`src/rtl/shift_arb_pkg.sv`:
```
// -----------------------------------------------------------------------------
// shift_arb_pkg
// Shared definitions for the shared left-shifter arbiter:
//   - default operand / shift-amount widths
//   - result-slot state encoding (EMPTY=0, FULL=1)
//   - grant record and the round-robin next-grant search
// Optional feature macro used by the top: SHIFT_ARB_OVF_EN
// -----------------------------------------------------------------------------
package shift_arb_pkg;

   localparam int DATA_WIDTH_DEF   = 32;
   localparam int SELECT_WIDTH_DEF = 5;

   // The search works on a fixed-width vector so one function serves every NUM_REQ.
   localparam int MAX_REQ = 8;
   localparam int IDX_W   = 3;

   typedef enum logic {
      ST_EMPTY = 1'b0,
      ST_FULL  = 1'b1
   } slot_state_t;

   typedef struct packed {
      logic             hit;
      logic [IDX_W-1:0] idx;
   } grant_t;

   // First valid requester at or above ptr, wrapping at num_req.
   // ptr must be below num_req; bits at or above num_req are ignored.
   function automatic grant_t rr_next_grant(
      input logic [MAX_REQ-1:0] valid,
      input logic [IDX_W-1:0]   ptr,
      input int unsigned        num_req
   );
      grant_t      g;
      int unsigned j;
      g.hit = 1'b0;
      g.idx = {IDX_W{1'b0}};
      for (int unsigned k = 0; k < MAX_REQ; k++) begin
         j = 32'(ptr) + k;
         if (j >= num_req) begin
            j = j - num_req;
         end else begin
            j = j;
         end
         if ((k < num_req) && !g.hit && valid[j[IDX_W-1:0]]) begin
            g.hit = 1'b1;
            g.idx = j[IDX_W-1:0];
         end else begin
            g = g;
         end
      end
      return g;
   endfunction

endpackage

```
`src/rtl/shift_share_arb_shift_left.sv`:
```
// -----------------------------------------------------------------------------
// SHIFT_LEFT
// Combinational logical left shifter, zero-filled from the bottom.
// Ports:
//   i_data  [DATA_WIDTH-1:0]   operand
//   i_shift [SELECT_WIDTH-1:0] shift amount (0 .. 2^SELECT_WIDTH-1)
//   o_data  [DATA_WIDTH-1:0]   i_data << i_shift
// -----------------------------------------------------------------------------
module SHIFT_LEFT
   import shift_arb_pkg::*;
#(
   parameter int DATA_WIDTH   = DATA_WIDTH_DEF,
   parameter int SELECT_WIDTH = SELECT_WIDTH_DEF
) (
   input  logic [DATA_WIDTH-1:0]   i_data,
   input  logic [SELECT_WIDTH-1:0] i_shift,
   output logic [DATA_WIDTH-1:0]   o_data
);

   assign o_data = i_data << i_shift;

endmodule

```
`src/rtl/shift_share_arb.sv`:
```
// -----------------------------------------------------------------------------
// shift_share_arb
// Shares one SHIFT_LEFT instance among NUM_REQ requesters. Round-robin grant,
// valid/ready on each request, one registered result slot with valid/ready on
// the response side. Back-to-back accepts give one shift per cycle.
// Ports:
//   clk, rst                 clock, asynchronous active-high reset
//   req_valid/req_ready      per-requester handshake (req_ready one-hot or 0)
//   req_data, req_shift      packed operands / shift amounts, requester i at
//                            [i*W +: W]
//   rsp_valid/rsp_ready      result slot handshake
//   rsp_data, rsp_id         registered shift result and owning requester
//   rsp_ovf                  (only with SHIFT_ARB_OVF_EN) a 1 bit was shifted
//                            out of the top
// Optional feature macro: SHIFT_ARB_OVF_EN
// -----------------------------------------------------------------------------
module shift_share_arb
   import shift_arb_pkg::*;
#(
   parameter int NUM_REQ      = 4,
   parameter int DATA_WIDTH   = DATA_WIDTH_DEF,
   parameter int SELECT_WIDTH = SELECT_WIDTH_DEF,
   parameter int ID_WIDTH     = 2
) (
   input  logic                            clk,
   input  logic                            rst,
   input  logic [NUM_REQ-1:0]              req_valid,
   output logic [NUM_REQ-1:0]              req_ready,
   input  logic [NUM_REQ*DATA_WIDTH-1:0]   req_data,
   input  logic [NUM_REQ*SELECT_WIDTH-1:0] req_shift,
   output logic                            rsp_valid,
   input  logic                            rsp_ready,
   output logic [DATA_WIDTH-1:0]           rsp_data,
   output logic [ID_WIDTH-1:0]             rsp_id
`ifdef SHIFT_ARB_OVF_EN
   ,
   output logic                            rsp_ovf
`endif
);

   localparam int unsigned NUM_REQ_U = NUM_REQ;

   logic [MAX_REQ-1:0]      w_valid_ext;
   grant_t                  w_grant;
   logic                    w_can_accept;
   logic                    w_do_grant;
   logic [DATA_WIDTH-1:0]   w_sel_data;
   logic [SELECT_WIDTH-1:0] w_sel_shift;
   logic [DATA_WIDTH-1:0]   w_shifted;
   logic [IDX_W-1:0]        w_ptr_next;

   slot_state_t             r_state;
   logic [DATA_WIDTH-1:0]   r_data;
   logic [ID_WIDTH-1:0]     r_id;
   logic [IDX_W-1:0]        r_ptr;

   // Zero-extend the valid vector to the width the search function expects.
   always_comb begin
      w_valid_ext = {MAX_REQ{1'b0}};
      for (int i = 0; i < NUM_REQ; i++) begin
         w_valid_ext[i] = req_valid[i];
      end
   end

   // Round-robin candidate and whether it can actually be accepted this cycle.
   always_comb begin
      w_grant      = rr_next_grant(w_valid_ext, r_ptr, NUM_REQ_U);
      w_can_accept = (r_state == ST_EMPTY) || rsp_ready;
      // Gating with rst keeps req_ready low for the whole reset interval.
      w_do_grant   = w_can_accept && w_grant.hit && !rst;
      if (w_grant.idx == IDX_W'(NUM_REQ - 1)) begin
         w_ptr_next = {IDX_W{1'b0}};
      end else begin
         w_ptr_next = w_grant.idx + IDX_W'(1);
      end
   end

   // Grant decode and AND-OR operand mux feeding the shared shifter.
   always_comb begin
      req_ready   = {NUM_REQ{1'b0}};
      w_sel_data  = {DATA_WIDTH{1'b0}};
      w_sel_shift = {SELECT_WIDTH{1'b0}};
      for (int i = 0; i < NUM_REQ; i++) begin
         req_ready[i] = w_do_grant && (w_grant.idx == IDX_W'(i));
         w_sel_data   = w_sel_data |
                        (req_data[i*DATA_WIDTH +: DATA_WIDTH] &
                         {DATA_WIDTH{w_grant.idx == IDX_W'(i)}});
         w_sel_shift  = w_sel_shift |
                        (req_shift[i*SELECT_WIDTH +: SELECT_WIDTH] &
                         {SELECT_WIDTH{w_grant.idx == IDX_W'(i)}});
      end
   end

   SHIFT_LEFT #(
      .DATA_WIDTH   (DATA_WIDTH),
      .SELECT_WIDTH (SELECT_WIDTH)
   ) u_shift_left (
      .i_data  (w_sel_data),
      .i_shift (w_sel_shift),
      .o_data  (w_shifted)
   );

   // Slot state, result register and round-robin pointer.
   always_ff @(posedge clk or posedge rst) begin
      if (rst) begin
         r_state <= ST_EMPTY;
         r_data  <= {DATA_WIDTH{1'b0}};
         r_id    <= {ID_WIDTH{1'b0}};
         r_ptr   <= {IDX_W{1'b0}};
      end else if (w_do_grant) begin
         // Also covers FULL drained and refilled in the same cycle.
         r_state <= ST_FULL;
         r_data  <= w_shifted;
         r_id    <= ID_WIDTH'(w_grant.idx);
         r_ptr   <= w_ptr_next;
      end else if ((r_state == ST_FULL) && rsp_ready) begin
         r_state <= ST_EMPTY;
         r_data  <= r_data;
         r_id    <= r_id;
         r_ptr   <= r_ptr;
      end else begin
         r_state <= r_state;
         r_data  <= r_data;
         r_id    <= r_id;
         r_ptr   <= r_ptr;
      end
   end

   assign rsp_valid = (r_state == ST_FULL);
   assign rsp_data  = r_data;
   assign rsp_id    = r_id;

`ifdef SHIFT_ARB_OVF_EN
   logic [DATA_WIDTH-1:0] w_spill;
   logic                  r_ovf;

   // Bits pushed past the top land in the upper half of a double-width shift.
   assign w_spill = DATA_WIDTH'(({{DATA_WIDTH{1'b0}}, w_sel_data} << w_sel_shift) >> DATA_WIDTH);

   // Overflow flag, loaded together with the result register.
   always_ff @(posedge clk or posedge rst) begin
      if (rst) begin
         r_ovf <= 1'b0;
      end else if (w_do_grant) begin
         r_ovf <= |w_spill;
      end else begin
         r_ovf <= r_ovf;
      end
   end

   assign rsp_ovf = r_ovf;
`endif

endmodule

```
`config.mk`:
```
export PLATFORM = sky130hd
export DESIGN_NAME = shift_share_arb
export DESIGN_NICKNAME = d
export VERILOG_FILES = /design/src/rtl/shift_arb_pkg.sv /design/src/rtl/shift_share_arb_shift_left.sv /design/src/rtl/shift_share_arb.sv
export SDC_FILE = /design/constraint.sdc
export NUM_CORES = 1
export LEC_CHECK = 0
export BUFFER_PORTS_ARGS = -buffer_cell sky130_fd_sc_hd__buf_2
export CORE_MARGIN = 8
export CORE_UTILIZATION = 40
export CTS_BUF_LIST = sky130_fd_sc_hd__clkbuf_8 sky130_fd_sc_hd__clkbuf_16
export DETAILED_ROUTE_END_ITERATION = 8
export PLACE_DENSITY = 0.77
export SLEW_MARGIN = 20
export SYNTH_ARGS = -nofsm -noshare
export SYNTH_HDL_FRONTEND = slang
export SYNTH_SLANG_ARGS = --single-unit
export TNS_END_PERCENT = 50
```
`constraint.sdc`:
```
create_clock -name clk -period 13.03 [get_ports clk]
set_clock_uncertainty 0.1 [all_clocks]
set_input_delay 3.909 -clock clk [delete_from_list [all_inputs] [get_ports clk]]
set_output_delay 3.909 -clock clk [all_outputs]
set_load 0.1 [all_outputs]
```
Word-level counts from Yosys, hierarchy flattened
Cells that the tools add are included.
{"block": "classes", "add_sub_neg": 8, "n_lt_le_gt_ge": 8, "n_eq_ne": 3, "shifts": 1, "n_mux": 19, "n_bitwise": 15, "n_reduce_logical": 17}
{"operator": "$and A32 B32 Y32", "n": 4}
{"operator": "$or A32 B32 Y32", "n": 3}
{"operator": "$shl A32 B5 Y32", "n": 1}
{"operator": "$and A5 B5 Y5", "n": 4}
{"operator": "$lt A3 B4 Y1 const B", "n": 4}
{"operator": "$mux W4", "n": 4}
{"operator": "$mux W3", "n": 5}
{"operator": "$or A5 B5 Y5", "n": 3}
{"operator": "$bmux W1 S3", "n": 4}
{"operator": "$ge A4 B3 Y1 const B", "n": 3}
{"operator": "$sub A3 B3 Y3 const B", "n": 4}
{"operator": "$logic_and A1 B1 Y1", "n": 10}
{"operator": "$add A3 B2 Y4 const B", "n": 2}
{"operator": "$eq A3 B2 Y1 const B", "n": 2}
{"operator": "$mux W1", "n": 6}
{"operator": "$add A3 B1 Y4 const B", "n": 1}
{"operator": "$logic_not A1 Y1", "n": 4}
{"operator": "$add A3 B1 Y3 const B", "n": 1}
{"operator": "$eq A3 B1 Y1 const B", "n": 1}
{"operator": "$ge A3 B3 Y1 const B", "n": 1}
{"operator": "$logic_not A3 Y1", "n": 1}
{"operator": "$reduce_bool A2 Y1", "n": 1}
{"operator": "$logic_or A1 B1 Y1", "n": 1}
{"operator": "$not A1 Y1", "n": 1}
{"block": "word_totals", "reg_bits": 38, "in_bits": 155, "output_inout_bits": 39, "elab_cells": 75}

Depth between registers and ports, before layout
Gate-level depths: netlist (run 1).
{"block": "depth", "word_depth": 20, "ltp_mapped": 22, "depth_no_buf": 17}

Modules after synthesis
From an unflattened synthesis (run 1), not the netlist that was laid out.
{"block": "unflattened", "hier_cells": 441, "area_unflattened_um2": 4484.3}
{"module": "shift_share_arb", "n_inst": 1, "cells_per_inst": 265, "area_per_inst_um2": 2760.1}
{"module": "SHIFT_LEFT", "n_inst": 1, "cells_per_inst": 176, "area_per_inst_um2": 1724.2}

Least setup slack after synthesis (run 1)
Ideal clock, no wire load.
{"block": "synth_path", "path_type": "input -> output", "from": "in req_valid[3]", "to": "out req_ready[2]", "arrival_ps": 6468, "path_slack_ps": 2553, "path_stages": 9, "n_path_buf": 3, "cell_sequence": "mux4_2 a221oi_2 o2111a_1 nand2b_1 ha_1 buf_2 buf_2 buf_2 and2_1"}
{"block": "synth_between", "elab_chain_len": 15, "elab_cells_between_ends": 22}
{"element": "start: declaration", "line_no": "shift_share_arb.sv:27", "source": "input logic [NUM_REQ-1:0] req_valid,"}
{"element": "$bmux W1 S3", "line_no": "shift_arb_pkg.sv:46", "source": "if ((k < num_req) && !g.hit && valid[j[IDX_W-1:0]]) begin"}
{"element": "$mux W1 (not written as such)", "line_no": "shift_arb_pkg.sv:46"}
{"element": "$mux W4", "line_no": "shift_arb_pkg.sv:46"}
{"element": "$logic_not A1 Y1", "line_no": "shift_arb_pkg.sv:46"}
{"element": "$logic_and A1 B1 Y1", "line_no": "shift_arb_pkg.sv:46"}
{"element": "$mux W4", "line_no": "shift_arb_pkg.sv:46"}
{"element": "$logic_not A1 Y1", "line_no": "shift_arb_pkg.sv:46"}
{"element": "$logic_and A1 B1 Y1", "line_no": "shift_arb_pkg.sv:46"}
{"element": "$mux W4", "line_no": "shift_arb_pkg.sv:46"}
{"element": "$logic_not A1 Y1", "line_no": "shift_arb_pkg.sv:46"}
{"element": "$logic_and A1 B1 Y1", "line_no": "shift_arb_pkg.sv:46"}
{"element": "$mux W4 *", "line_no": "shift_arb_pkg.sv:46"}
{"element": "parallel branches: the longest is 2 deep, another holds $eq A3 B2 Y1"}
{"element": "$logic_and A1 B1 Y1 *", "line_no": "shift_share_arb.sv:84", "source": "req_ready[i] = w_do_grant && (w_grant.idx == IDX_W'(i));"}
{"element": "end: declaration", "line_no": "shift_share_arb.sv:28", "source": "output logic [NUM_REQ-1:0] req_ready,"}
Mark *: on every way between the ends. The select of a mux whose other input is x is not followed.

Final worst setup path (run 1)
{"block": "layout_path", "from": "in req_valid[2]", "to": "out req_ready[1]"}
{"block": "layout_between", "elab_chain_len": 15, "elab_cells_between_ends": 22}
{"element": "$bmux W1 S3", "line_no": "shift_arb_pkg.sv:46"}
{"element": "$mux W1 (not written as such)", "line_no": "shift_arb_pkg.sv:46"}
{"element": "$mux W4", "line_no": "shift_arb_pkg.sv:46"}
{"element": "$logic_not A1 Y1", "line_no": "shift_arb_pkg.sv:46"}
{"element": "$logic_and A1 B1 Y1", "line_no": "shift_arb_pkg.sv:46"}
{"element": "$mux W4", "line_no": "shift_arb_pkg.sv:46"}
{"element": "$logic_not A1 Y1", "line_no": "shift_arb_pkg.sv:46"}
{"element": "$logic_and A1 B1 Y1", "line_no": "shift_arb_pkg.sv:46"}
{"element": "$mux W4", "line_no": "shift_arb_pkg.sv:46"}
{"element": "$logic_not A1 Y1", "line_no": "shift_arb_pkg.sv:46"}
{"element": "$logic_and A1 B1 Y1", "line_no": "shift_arb_pkg.sv:46"}
{"element": "$mux W4 *", "line_no": "shift_arb_pkg.sv:46"}
{"element": "parallel branches: the longest is 2 deep, another holds $eq A3 B1 Y1"}
{"element": "$logic_and A1 B1 Y1 *", "line_no": "shift_share_arb.sv:84"}
Marks and branches as above.

==> flow_summary.rst, run 1 <==
.. list-table::
   :header-rows: 1

   * - Metric
     - Value
   * - Transition time of the tightest slew-check pin
     - approximately 1100 ps
   * - Height of the die
     - about 120 um
   * - Antenna viol nets, final
     - 0
   * - Number of enable-type register cells in the synthesized netlist
     - 0
   * - Max-slew headroom at the worst pin
     - 0.295
   * - Commonest cells after routing, fill and taps aside
     - sky130_fd_sc_hd__buf_2 (193), sky130_fd_sc_hd__a22oi_1 (66), sky130_fd_sc_hd__nand2_1 (64)
   * - Async set-or-reset flop fraction in the synthesized netlist
     - 1.00
   * - Number of H-tree branching levels
     - 2
   * - Worst min-delay path endpoint
     - rsp_data[6]
   * - Standard-cell rows
     - 37
   * - Vias in the first global route
     - between 5,000 and 6,000
   * - RSZ-0062 raised after global routing
     - no
   * - R2R Path Start
     - r_ptr[0]
   * - Die span in x
     - 119 um
   * - Area of placed instances
     - 5190 um^2
   * - Logic depth of the worst path, buffers included
     - 11
   * - Clock slew at the register clock pins of the worst setup and hold paths
     - 70 ps
   * - Highest-delay cell along the critical path
     - sky130_fd_sc_hd__buf_2
   * - Fraction of synthesized cell area taken by the top area cell type
     - 0.225
   * - Residual DRC count
     - 0
   * - Final sum of negative setup slack
     - 0 ps
   * - Boundary pin count
     - ~190
   * - Critical path, cell by cell
     - buf_2 -> mux2i_1 -> a311o_1 -> o21a_1 -> o21ba_2 -> o22ai_1 -> a32o_1 -> ha_1 -> buf_4 -> and2_1 -> buf_2
   * - Max frequency
     - 96.1 MHz
   * - Total count of max-transition violations in the final report
     - 0
   * - Bufs and invs on worst path
     - 3
   * - Net count after synthesis
     - between 600 and 700
   * - Result of the run
     - finished, final reports clean
   * - Crit-path leading delay family
     - compound AO/OA/AOI/OAI gates
   * - Count of hold buffers inserted by post-cts repair
     - 0
   * - Buffers from clock root to sink, at most
     - 2
   * - Depth of the worst hold-timing path
     - 2
   * - Hold wc startpoint
     - rsp_data[6]
   * - Fraction of final layout cells with drive strength greater than 1
     - 0.363
   * - Library cell used as clock root buffer
     - sky130_fd_sc_hd__clkbuf_8
   * - Cell count after placement
     - ~800
   * - Most common library cell in the layout ignoring fill and taps
     - sky130_fd_sc_hd__buf_2
   * - Overall track demand over capacity in global routing
     - 0.220
   * - Count of routing violations after the opening detailed-route iteration
     - 404
   * - Leading post-synthesis cells by cell area
     - sky130_fd_sc_hd__dfrtp_1 (23%), sky130_fd_sc_hd__a22oi_1 (12%), sky130_fd_sc_hd__mux2i_1 (10%)
   * - Worst setup EP type
     - output port
   * - Pin count of the biggest net entering global routing
     - just over 40
   * - Setup-failing EPs final
     - 0
   * - Part of the cycle the worst path needs
     - 0.799
   * - Arrival time at the worst endpoint
     - 6400 ps
   * - Final worst path period need
     - ~10,000 ps
   * - Number of buffers created by CTS
     - 5
   * - Number of setup buffers added after CTS
     - 0
   * - Routed wire length
     - about 16,000 um
   * - Worst hold path class
     - reg2reg
   * - Most prevalent standard cell on the critical path
     - sky130_fd_sc_hd__buf_2
   * - Unique masters post-synth
     - between 60 and 70
   * - Peak per-stage delay on the critical path
     - 420 ps
   * - Floorplan Core Area
     - 10,300 um^2
   * - Post-synthesis sequential area ratio
     - 0.225
   * - Area Growth Syn to Fin
     - 25.1%
   * - Non-filler instance count after layout
     - 802
   * - Capturing point of the worst reg2reg path
     - rsp_data[18]
   * - Worst reg-to-reg setup slack
     - just over 7000 ps
   * - DR WL/cell
     - 20.1 um
   * - Setup ws final
     - between 2000 and 3000 ps
   * - Number of flip-flops and latches in the synthesized netlist
     - 38
   * - Netlist area before placement
     - around 4200 um^2
   * - # port buffers
     - 193
   * - Syn Inst Count
     - between 500 and 600
   * - Data required time at the worst endpoint
     - about 9000 ps
   * - Element type at the critical path start
     - input pin
   * - Worst reg-to-reg path cell count
     - 18
   * - Total number of vias
     - 4,826
   * - Leading register cell type out of synthesis
     - sky130_fd_sc_hd__dfrtp_1
   * - Global-route wire length before repair
     - ~26,000 um
   * - Via/cell ratio
     - 6.02
   * - Cell type with the highest aggregate area in the netlist
     - sky130_fd_sc_hd__dfrtp_1
   * - Final Wtd Congestion
     - ~0.9
   * - Clock latency on the worst-skew pair
     - approximately 280 ps
   * - Avg Inst Size Synth
     - about 8.4 um^2
   * - Summed area of non-filler cells in the final layout
     - ~5300 um^2
   * - Total iterations of the first detailed-routing run
     - 5
   * - TritonCTS clock tree
     - yes
   * - Yosys warns
     - 0
   * - Number of inserted diodes
     - 0
   * - Maximum Capacitance Violations
     - 0
   * - TritonCTS sink count
     - 38
   * - Die Area
     - between 10,000 and 15,000 um^2
   * - Post-cts repair resize count
     - 0
   * - Final hold violation count
     - 0
   * - Half-perimeter wire length after detailed placement
     - 12,800 um
   * - Crit-path max FO
     - 38
   * - Starting density of the core
     - 0.411
   * - Antenna violations before repair
     - 0
   * - Pre-CTS WS
     - 2670 ps
   * - Global route overflow
     - 0
   * - Kind of critical path
     - in2out
   * - Final net count
     - 826
==> worst max path at each step <==
stage / to / from
after floorplan: req_ready[2] / req_valid[3]
after global placement: req_ready[3] / req_valid[3]
after detailed placement: req_ready[3] / req_valid[3]
after CTS: req_ready[3] / req_valid[3]
after global routing: req_ready[3] / req_valid[3]
final: req_ready[1] / req_valid[2]
==> synthesized netlist by cell type (4+ instances only) <==
library cell / instances
sky130_fd_sc_hd__clkbuf_1: 14
sky130_fd_sc_hd__nor3_1: 5
sky130_fd_sc_hd__nor2_1: 26
sky130_fd_sc_hd__o22a_1: 4
sky130_fd_sc_hd__o221a_2: 4
sky130_fd_sc_hd__and2_1: 16
sky130_fd_sc_hd__a22oi_1: 66
sky130_fd_sc_hd__nand3_1: 7
sky130_fd_sc_hd__buf_2: 27
sky130_fd_sc_hd__ha_1: 6
sky130_fd_sc_hd__mux2_2: 7
sky130_fd_sc_hd__o21ai_0: 19
sky130_fd_sc_hd__a21oi_1: 12
sky130_fd_sc_hd__buf_6: 4
sky130_fd_sc_hd__nand2_1: 64
sky130_fd_sc_hd__o31ai_1: 9
sky130_fd_sc_hd__a221oi_1: 4
sky130_fd_sc_hd__inv_1: 7
sky130_fd_sc_hd__dfrtp_1: 38
sky130_fd_sc_hd__o22ai_1: 7
sky130_fd_sc_hd__o211ai_1: 22
sky130_fd_sc_hd__mux4_2: 9
sky130_fd_sc_hd__mux2i_1: 44
sky130_fd_sc_hd__a22o_1: 20
==> final cells by class <==
cell class | instances | area (um^2)
well taps | 136 | 170
clock inverters | 2 | 8.76
fillers | 1014 | 4990
repair buffers | 203 | 1040
flip-flops and latches | 38 | 951
inverters | 7 | 26.3
clock buffers | 6 | 82.6
multi-input cells | 410 | 3000
==> registers in the layout, indices dropped and copies added (netlist names) <==
name / count
rsp_data: 32
rsp_valid: 1
rsp_id: 2
r_ptr: 3
==> stage by stage <==
stage          utilization  hold WS (ps)
6_report             0.514           377
5_1_grt              0.514           401
4_1_cts              0.514           379
3_5_place_dp         0.505           363
3_3_place_gp         0.505           357
2_1_floorplan            -           401
==> worst reg2reg max path, cell delays in order (launching register included) <==
cell	delay, ps
sky130_fd_sc_hd__dfrtp_1	560
sky130_fd_sc_hd__inv_1	160
sky130_fd_sc_hd__ha_1	440
sky130_fd_sc_hd__mux2i_1	160
sky130_fd_sc_hd__a311o_1	360
sky130_fd_sc_hd__o21a_1	160
sky130_fd_sc_hd__o21ba_2	210
sky130_fd_sc_hd__o22ai_1	180
sky130_fd_sc_hd__a32o_1	240
sky130_fd_sc_hd__ha_1	250
sky130_fd_sc_hd__buf_4	380
sky130_fd_sc_hd__a22o_1	400
sky130_fd_sc_hd__or2_1	150
sky130_fd_sc_hd__buf_4	390
sky130_fd_sc_hd__mux2i_1	440
sky130_fd_sc_hd__nor2_1	70
sky130_fd_sc_hd__o311ai_1	670
sky130_fd_sc_hd__o21ai_1	180
sky130_fd_sc_hd__a31o_2	290
==> cells by family (layout without fill, tap and decap cells) <==
logic type                 after synthesis  in the layout  synth area share
xor gates and xnor gates                 1              1           0.00208
buffers and inverters                   55            218            0.0658
and+or+nand+nor                        135            135             0.143
adders and majority gates                6              6            0.0178
muxes                                   62             62             0.178
DFF                                     38             38             0.225
AOI/OAI and AO/OA                      206            206             0.368
==> per-layer routing <==
layer,vias up,share of wire,GRT usage
li1,2289,-,-
met1,2307,0.44,0.287
met2,218,0.48,0.369
met3,12,0.067,0.0443
met4,0,0.010,0.0435
met5,-,0,0
Power of run 1 is left out: the tool's default activity adds up to more than one toggle a clock period on the data nets, which glitch-free logic cannot reach.
==> inputs of run 2 (changes only) <==
--- a/config.mk
+++ b/config.mk
@@ -10,7 +10,7 @@
 export CORE_UTILIZATION = 40
 export CTS_BUF_LIST = sky130_fd_sc_hd__clkbuf_8 sky130_fd_sc_hd__clkbuf_16
 export DETAILED_ROUTE_END_ITERATION = 8
-export PLACE_DENSITY = 0.77
+export PLACE_DENSITY = 0.8
 export SLEW_MARGIN = 20
 export SYNTH_ARGS = -nofsm -noshare
 export SYNTH_HDL_FRONTEND = slang
==> constraint.sdc (replaced) <==
create_clock -name clk -period 9.5 [get_ports clk]
set_clock_uncertainty 0.1 [all_clocks]
set_input_delay 2.85 -clock clk [delete_from_list [all_inputs] [get_ports clk]]
set_output_delay 2.85 -clock clk [all_outputs]
set_load 0.1 [all_outputs]
==> run 2 against run 1 <==
Register-to-register slack got worse by 3600 ps. Count of clock-buffer cells in the layout unchanged. Die area unchanged. Final area increased by 1.2%.
==> flow_summary.rst, run 2 (synthesis results as in run 1) <==
.. list-table::
   :header-rows: 1

   * - Metric
     - Value
   * - Final Wtd Congestion
     - 0.956 (+5.7%)
   * - Setup-failing EPs final
     - 0 (unchanged)
   * - # port buffers
     - 193 (unchanged)
   * - Maximum Capacitance Violations
     - 0 (unchanged)
   * - Global-route track usage on met3
     - 0.0538 (+0.00952)
   * - Number of inserted diodes
     - 0 (unchanged)
   * - Standard-cell rows
     - 37 (unchanged)
   * - Number of buffers created by CTS
     - 5 (unchanged)
   * - Most common library cell in the layout ignoring fill and taps
     - sky130_fd_sc_hd__buf_2
   * - Final hold violation count
     - 0 (unchanged)
   * - Max-slew headroom at the worst pin
     - 0.293 (-0.00201)
   * - Number of setup buffers added after CTS
     - 0 (unchanged)
   * - Fraction of final layout cells with drive strength greater than 1
     - 0.365 (+0.00191)
   * - Overall track demand over capacity in global routing
     - 0.225 (+0.00464)
   * - Die Area
     - 14,100 um^2 (unchanged)
   * - Arrival time at the worst endpoint
     - 5030 ps (-1370 ps)
   * - Area of the multi-input gates
     - 3000 um^2 (-0.17%)
   * - Final worst path period need
     - 7980 ps
   * - Number of H-tree branching levels
     - 2 (unchanged)
   * - Busiest grt layer
     - met2
   * - Routed wire length
     - 16,300 um (+0.90%)
   * - Vias in the first global route
     - 5,160 (+1.7%)
   * - Via/cell ratio
     - 6.04 (+0.41%)
   * - Transition time of the tightest slew-check pin
     - 1060 ps (+3.01 ps)
   * - Antenna viol nets, final
     - 0 (unchanged)
   * - Total iterations of the first detailed-routing run
     - 5 (unchanged)
   * - Height of the die
     - 119 um (unchanged)
   * - DR WL/cell
     - 20.3 um (+0.65%)
   * - Grt met2 use
     - 0.363 (-0.00636)
   * - Boundary pin count
     - 194 (unchanged)
   * - Buffers from clock root to sink, at most
     - 2 (unchanged)
   * - TritonCTS clock tree
     - yes
   * - Element type at the critical path start
     - input pin
   * - Worst hold path class
     - reg2reg
   * - Count of hold buffers inserted by post-cts repair
     - 0 (unchanged)
   * - Area Growth Syn to Fin
     - 26.6%
   * - Final net count
     - 828 (+0.24%)
   * - Count of routing violations after the opening detailed-route iteration
     - 429 (+6.2%)
   * - Floorplan Core Area
     - 10,300 um^2 (unchanged)
   * - Global route overflow
     - 0 (unchanged)
   * - Worst setup EP type
     - output port
   * - Total count of max-transition violations in the final report
     - 0 (unchanged)
   * - Kind of critical path
     - in2out
   * - Residual DRC count
     - 0 (unchanged)
   * - Result of the run
     - finished, final reports clean
   * - Global-route wire length before repair
     - 26,400 um (+1.4%)
   * - Part of the cycle the worst path needs
     - 0.840
   * - RSZ-0062 raised after global routing
     - no
   * - Data required time at the worst endpoint
     - 6550 ps (-2470 ps)
   * - Half-perimeter wire length after detailed placement
     - 13,300 um (+3.2%)
   * - Crit-path max FO
     - 4 (-89%)
   * - Clock slew at the register clock pins of the worst setup and hold paths
     - 70 ps (about the same)
   * - Die span in x
     - 119 um (unchanged)
   * - GR met1 Demand/Resource
     - 0.287 (about the same)
   * - Final sum of negative setup slack
     - 0 ps (unchanged)
   * - Post-cts repair resize count
     - 0 (unchanged)
   * - Starting density of the core
     - 0.411 (unchanged)
   * - Flip-flop count of the largest register after layout
     - 32 (unchanged)
   * - Pin count of the biggest net entering global routing
     - 40 (-2.4%)
   * - Clock latency on the worst-skew pair
     - 280 ps (about the same)
   * - TritonCTS sink count
     - 38 (unchanged)
   * - Total number of vias
     - 4,858 (+0.66%)
   * - Layout fillers
     - 1,026 (+1.2%)
   * - Commonest cells after routing, fill and taps aside
     - sky130_fd_sc_hd__buf_2 (193), sky130_fd_sc_hd__a22oi_1 (66), sky130_fd_sc_hd__nand2_1 (64)
   * - Max frequency
     - about 130 MHz
   * - Antenna violations before repair
     - 0 (unchanged)
   * - Library cell used as clock root buffer
     - sky130_fd_sc_hd__clkbuf_8
   * - Sequential cell area in the final layout
     - 951 um^2 (unchanged)
[run 2: final timing paths]
path	startpoint	endpoint	slack, ps	cells past startpoint
max in group asynchronous	rst	rsp_data[24]	6340	3
hold / removal	rsp_data[1]	rsp_data[1]	370	2
setup / recovery	req_valid[3]	req_ready[2]	1520	8
hold reg to reg	rsp_data[1]	rsp_data[1]	370	2
setup reg to reg	r_ptr[0]	rsp_data[18]	3510	19
min in group asynchronous	rst	rsp_valid	2340	2
[run 2: final cells by class]
cell class                 count  area share
inverter                       7     0.00492
sequential                    38       0.178
clock inverter                 2      0.0112
timing repair buffer         205       0.198
multi-input combinational    410       0.561
tap                          136      0.0318
clock buffer                   6      0.0155
[run 2: metal layers]
metal / vias up / wire (um)
met4: 0 / 476
met5: - / 0
li1: 2292 / -
met1: 2282 / 7000
met3: 35 / 1320
met2: 249 / 7510
[run 2: critical path, cell delays in order]
cell	delay, ps
sky130_fd_sc_hd__buf_2	120
sky130_fd_sc_hd__mux4_2	500
sky130_fd_sc_hd__a221oi_2	240
sky130_fd_sc_hd__o2111a_1	320
sky130_fd_sc_hd__nand2b_1	240
sky130_fd_sc_hd__ha_1	210
sky130_fd_sc_hd__and2_1	130
sky130_fd_sc_hd__buf_2	420
[run 2: metrics by stage]
step / std cells / hold WS (ps) / util / setup WS, ps / instance area (um^2)
detailed placement: 796 / 359 / 0.506 / 1550 / 5200
finish: 804 / 369 / 0.520 / 1520 / 5340
global placement: 796 / 349 / 0.506 / 1600 / 5200
global route: 804 / 426 / 0.520 / 1430 / 5340
CTS: 804 / 375 / 0.520 / 1530 / 5340
floorplan: 503 / 401 / - / 1140 / 4220
Power of run 2 is left out for the same reason.
==> inputs of run 3 (changes only) <==
--- a/config.mk
+++ b/config.mk
@@ -10,7 +10,7 @@
 export CORE_UTILIZATION = 40
 export CTS_BUF_LIST = sky130_fd_sc_hd__clkbuf_8 sky130_fd_sc_hd__clkbuf_16
 export DETAILED_ROUTE_END_ITERATION = 8
-export PLACE_DENSITY = 0.8
+export PLACE_DENSITY = 0.77
 export SLEW_MARGIN = 20
 export SYNTH_ARGS = -nofsm -noshare
 export SYNTH_HDL_FRONTEND = slang
==> constraint.sdc (replaced) <==
create_clock -name clk -period 7.76 [get_ports clk]
set_clock_uncertainty 0.1 [all_clocks]
set_input_delay 2.328 -clock clk [delete_from_list [all_inputs] [get_ports clk]]
set_output_delay 2.328 -clock clk [all_outputs]
set_load 0.1 [all_outputs]
==> run 3 against run 2 <==
Non-clock buffer count grew 4. Global-route usage grew 0.90 points. Largest cell class unchanged. Critical path depth grew 1. Critical path type unchanged. Flip-flop and latch count is the same. Core utilization grew 0.54 points. Die area is the same. First-iteration DRC count grew 4.4%. Count of clock-buffer cells in the layout is the same.
==> flow_summary.rst, run 3 (synthesis results as in run 1) <==
.. list-table::
   :header-rows: 1

   * - Metric
     - Value
   * - Antenna violations before repair
     - 0 (unchanged)
   * - Final hold violation count
     - 0 (unchanged)
   * - TritonCTS clock tree
     - yes
   * - Part of the cycle the worst path needs
     - 0.880
   * - Floorplan Core Area
     - 10,300 um^2 (unchanged)
   * - Vias in the first global route
     - 5,130 (-0.58%)
   * - Maximum Capacitance Violations
     - 0 (unchanged)
   * - Max-slew headroom at the worst pin
     - 0.414 (+0.121)
   * - Hold wc startpoint
     - rsp_data[7]
   * - TritonCTS sink count
     - 38 (unchanged)
   * - Layout fillers
     - 1,020 (-0.58%)
   * - Max frequency
     - approximately 150 MHz
   * - Buffers from clock root to sink, at most
     - 2 (unchanged)
   * - Starting density of the core
     - 0.411 (unchanged)
   * - Clock latency on the worst-skew pair
     - 290 ps (about the same)
   * - # port buffers
     - 193 (unchanged)
   * - Wire length on met2
     - 8310 um (+11%)
   * - Worst setup EP type
     - output port
   * - Crit-path leading delay family
     - compound AO/OA/AOI/OAI gates
   * - Setup-failing EPs final
     - 0 (unchanged)
   * - Worst hold path class
     - reg2reg
   * - Element type at the critical path start
     - input pin
   * - Result of the run
     - finished, final reports clean
   * - Half-perimeter wire length after detailed placement
     - 14,000 um (+5.5%)
   * - Total iterations of the first detailed-routing run
     - 5 (unchanged)
   * - Post-cts repair resize count
     - 0 (unchanged)
   * - Global-route wire length before repair
     - 27,300 um (+3.5%)
   * - Number of H-tree branching levels
     - 2 (unchanged)
   * - Depth of the worst hold-timing path
     - 2 (unchanged)
   * - Final worst path period need
     - roughly 7000 ps
   * - Library cell used as clock root buffer
     - sky130_fd_sc_hd__clkbuf_8
   * - Fraction of final layout cells with drive strength greater than 1
     - 0.369 (+0.00378)
   * - Critical path, cell by cell
     - buf_2 -> mux4_2 -> a221oi_2 -> o2111a_1 -> nand2b_1 -> inv_1 -> ha_1 -> and2_1 -> buf_12
   * - Number of inserted diodes
     - 0 (unchanged)
   * - Commonest cells after routing, fill and taps aside
     - sky130_fd_sc_hd__buf_2 (189), sky130_fd_sc_hd__a22oi_1 (66), sky130_fd_sc_hd__nand2_1 (64)
   * - Routed wire length
     - 17,100 um (+5.1%)
   * - Worst reg-to-reg setup slack
     - 1960 ps (-1550 ps)
   * - Count of routing violations after the opening detailed-route iteration
     - 448 (+4.4%)
   * - Worst reg-to-reg path cell count
     - 19 (unchanged)
   * - Standard-cell rows
     - 37 (unchanged)
   * - Number of setup buffers added after CTS
     - 0 (unchanged)
   * - Bufs and invs on worst path
     - 3 (+1)
   * - Flip-flop count of the largest register after layout
     - 32 (unchanged)
   * - Total count of max-transition violations in the final report
     - 0 (unchanged)
   * - Logic depth of the worst path, buffers included
     - 9 (+1)
   * - Met3 wirelength from detailed routing
     - 1110 um (-16%)
   * - Peak per-stage delay on the critical path
     - 500 ps (about the same)
   * - Height of the die
     - 119 um (unchanged)
   * - DR WL/cell
     - 21.2 um (+4.6%)
   * - Count of hold buffers inserted by post-cts repair
     - 0 (unchanged)
   * - Highest-delay cell along the critical path
     - sky130_fd_sc_hd__mux4_2
   * - Top Metal Used
     - met4
   * - Final sum of negative setup slack
     - 0 ps (unchanged)
   * - Total number of vias
     - 4,934 (+1.6%)
   * - Via/cell ratio
     - 6.11 (+1.1%)
   * - Data required time at the worst endpoint
     - 5330 ps (-1220 ps)
   * - Worst min-delay path endpoint
     - rsp_data[7]
   * - Number of buffers created by CTS
     - 5 (unchanged)
   * - Die Area
     - 14,100 um^2 (unchanged)
   * - Boundary pin count
     - 194 (unchanged)
   * - Transition time of the tightest slew-check pin
     - 876 ps (-185 ps)
   * - Kind of critical path
     - in2out
   * - RSZ-0062 raised after global routing
     - no
   * - Metal-1 WL
     - 7480 um (+6.8%)
   * - Most common library cell in the layout ignoring fill and taps
     - sky130_fd_sc_hd__buf_2
   * - Pin count of the biggest net entering global routing
     - 40 (unchanged)
   * - Clock slew at the register clock pins of the worst setup and hold paths
     - 70 ps (about the same)
   * - R2R Path Start
     - r_ptr[0]
   * - Residual DRC count
     - 0 (unchanged)
   * - Global route overflow
     - 0 (unchanged)
   * - Die span in x
     - 119 um (unchanged)
   * - Area Growth Syn to Fin
     - 27.9%
   * - Capturing point of the worst reg2reg path
     - rsp_data[23]
   * - Arrival time at the worst endpoint
     - 4400 ps (-630 ps)
   * - Crit-path max FO
     - 4 (unchanged)
   * - Overall track demand over capacity in global routing
     - 0.234 (+0.00895)
   * - Final Wtd Congestion
     - 0.955 (about the same)
   * - Antenna viol nets, final
     - 0 (unchanged)
   * - Final net count
     - 832 (+0.48%)
-- run 3: changes by cell type in the layout (fill, tap and decap cells not counted), sizes merged --
cell	before	now
clkinv	0	1
bufinv	2	0
buf	205	209
clkinvlp	0	1
-- run 3: through the flow --
step | utilization | std cells | cell area, um^2 | hold slack [ps] | setup slack, ps
4_1_cts | 0.525 | 808 | 5400 | 391 | 991
3_5_place_dp | 0.516 | 800 | 5300 | 374 | 901
3_3_place_gp | 0.516 | 800 | 5300 | 351 | 1030
6_report | 0.525 | 808 | 5400 | 383 | 927
5_1_grt | 0.525 | 808 | 5400 | 403 | 707
2_1_floorplan | - | 503 | 4220 | 401 | 445
-- run 3: worst register-to-register path, cell delays in order (launching register included) --
cell and delay (ps):
sky130_fd_sc_hd__dfrtp_1 560, sky130_fd_sc_hd__inv_1 180, sky130_fd_sc_hd__ha_1 440, sky130_fd_sc_hd__mux2i_1 160
sky130_fd_sc_hd__a311o_1 360, sky130_fd_sc_hd__o21a_1 160, sky130_fd_sc_hd__a21oi_1 190, sky130_fd_sc_hd__xnor2_1 160
sky130_fd_sc_hd__nand2b_1 170, sky130_fd_sc_hd__inv_1 120, sky130_fd_sc_hd__ha_1 170, sky130_fd_sc_hd__buf_4 360
sky130_fd_sc_hd__a22o_1 380, sky130_fd_sc_hd__or2_1 490, sky130_fd_sc_hd__buf_12 250, sky130_fd_sc_hd__mux4_2 530
sky130_fd_sc_hd__a222oi_1 520, sky130_fd_sc_hd__nand2_1 120, sky130_fd_sc_hd__a21oi_1 180, sky130_fd_sc_hd__o22a_1 150
-- run 3: layout make-up --
type | count | area, um^2 | area share
flip-flops and latches | 38 | 951 | 0.176
repair buffers | 209 | 1160 | 0.215
multi-input cells | 410 | 3000 | 0.555
inverters | 7 | 26.3 | 0.00487
well taps | 136 | 170 | 0.0315
clock buffers | 6 | 82.6 | 0.0153
clock inverters | 2 | 12.5 | 0.00232
-- run 3: metal layers --
layer  vias to the layer above  GRT usage
met5                         -          0
met4                         0     0.0530
met3                        18     0.0438
met2                       235      0.396
met1                      2378      0.301
li1                       2303          -
-- run 3: worst max path at each step --
| stage | from | end |
|---|---|---|
| 2_1_floorplan | req_valid[3] | req_ready[2] |
| 3_3_place_gp | req_valid[3] | rsp_data[31] |
| 3_5_place_dp | req_valid[2] | rsp_data[31] |
| 4_1_cts | req_valid[3] | req_ready[1] |
| 5_1_grt | req_valid[0] | rsp_data[18] |
| 6_report | req_valid[3] | req_ready[1] |
Power of run 3 is left out for the same reason.
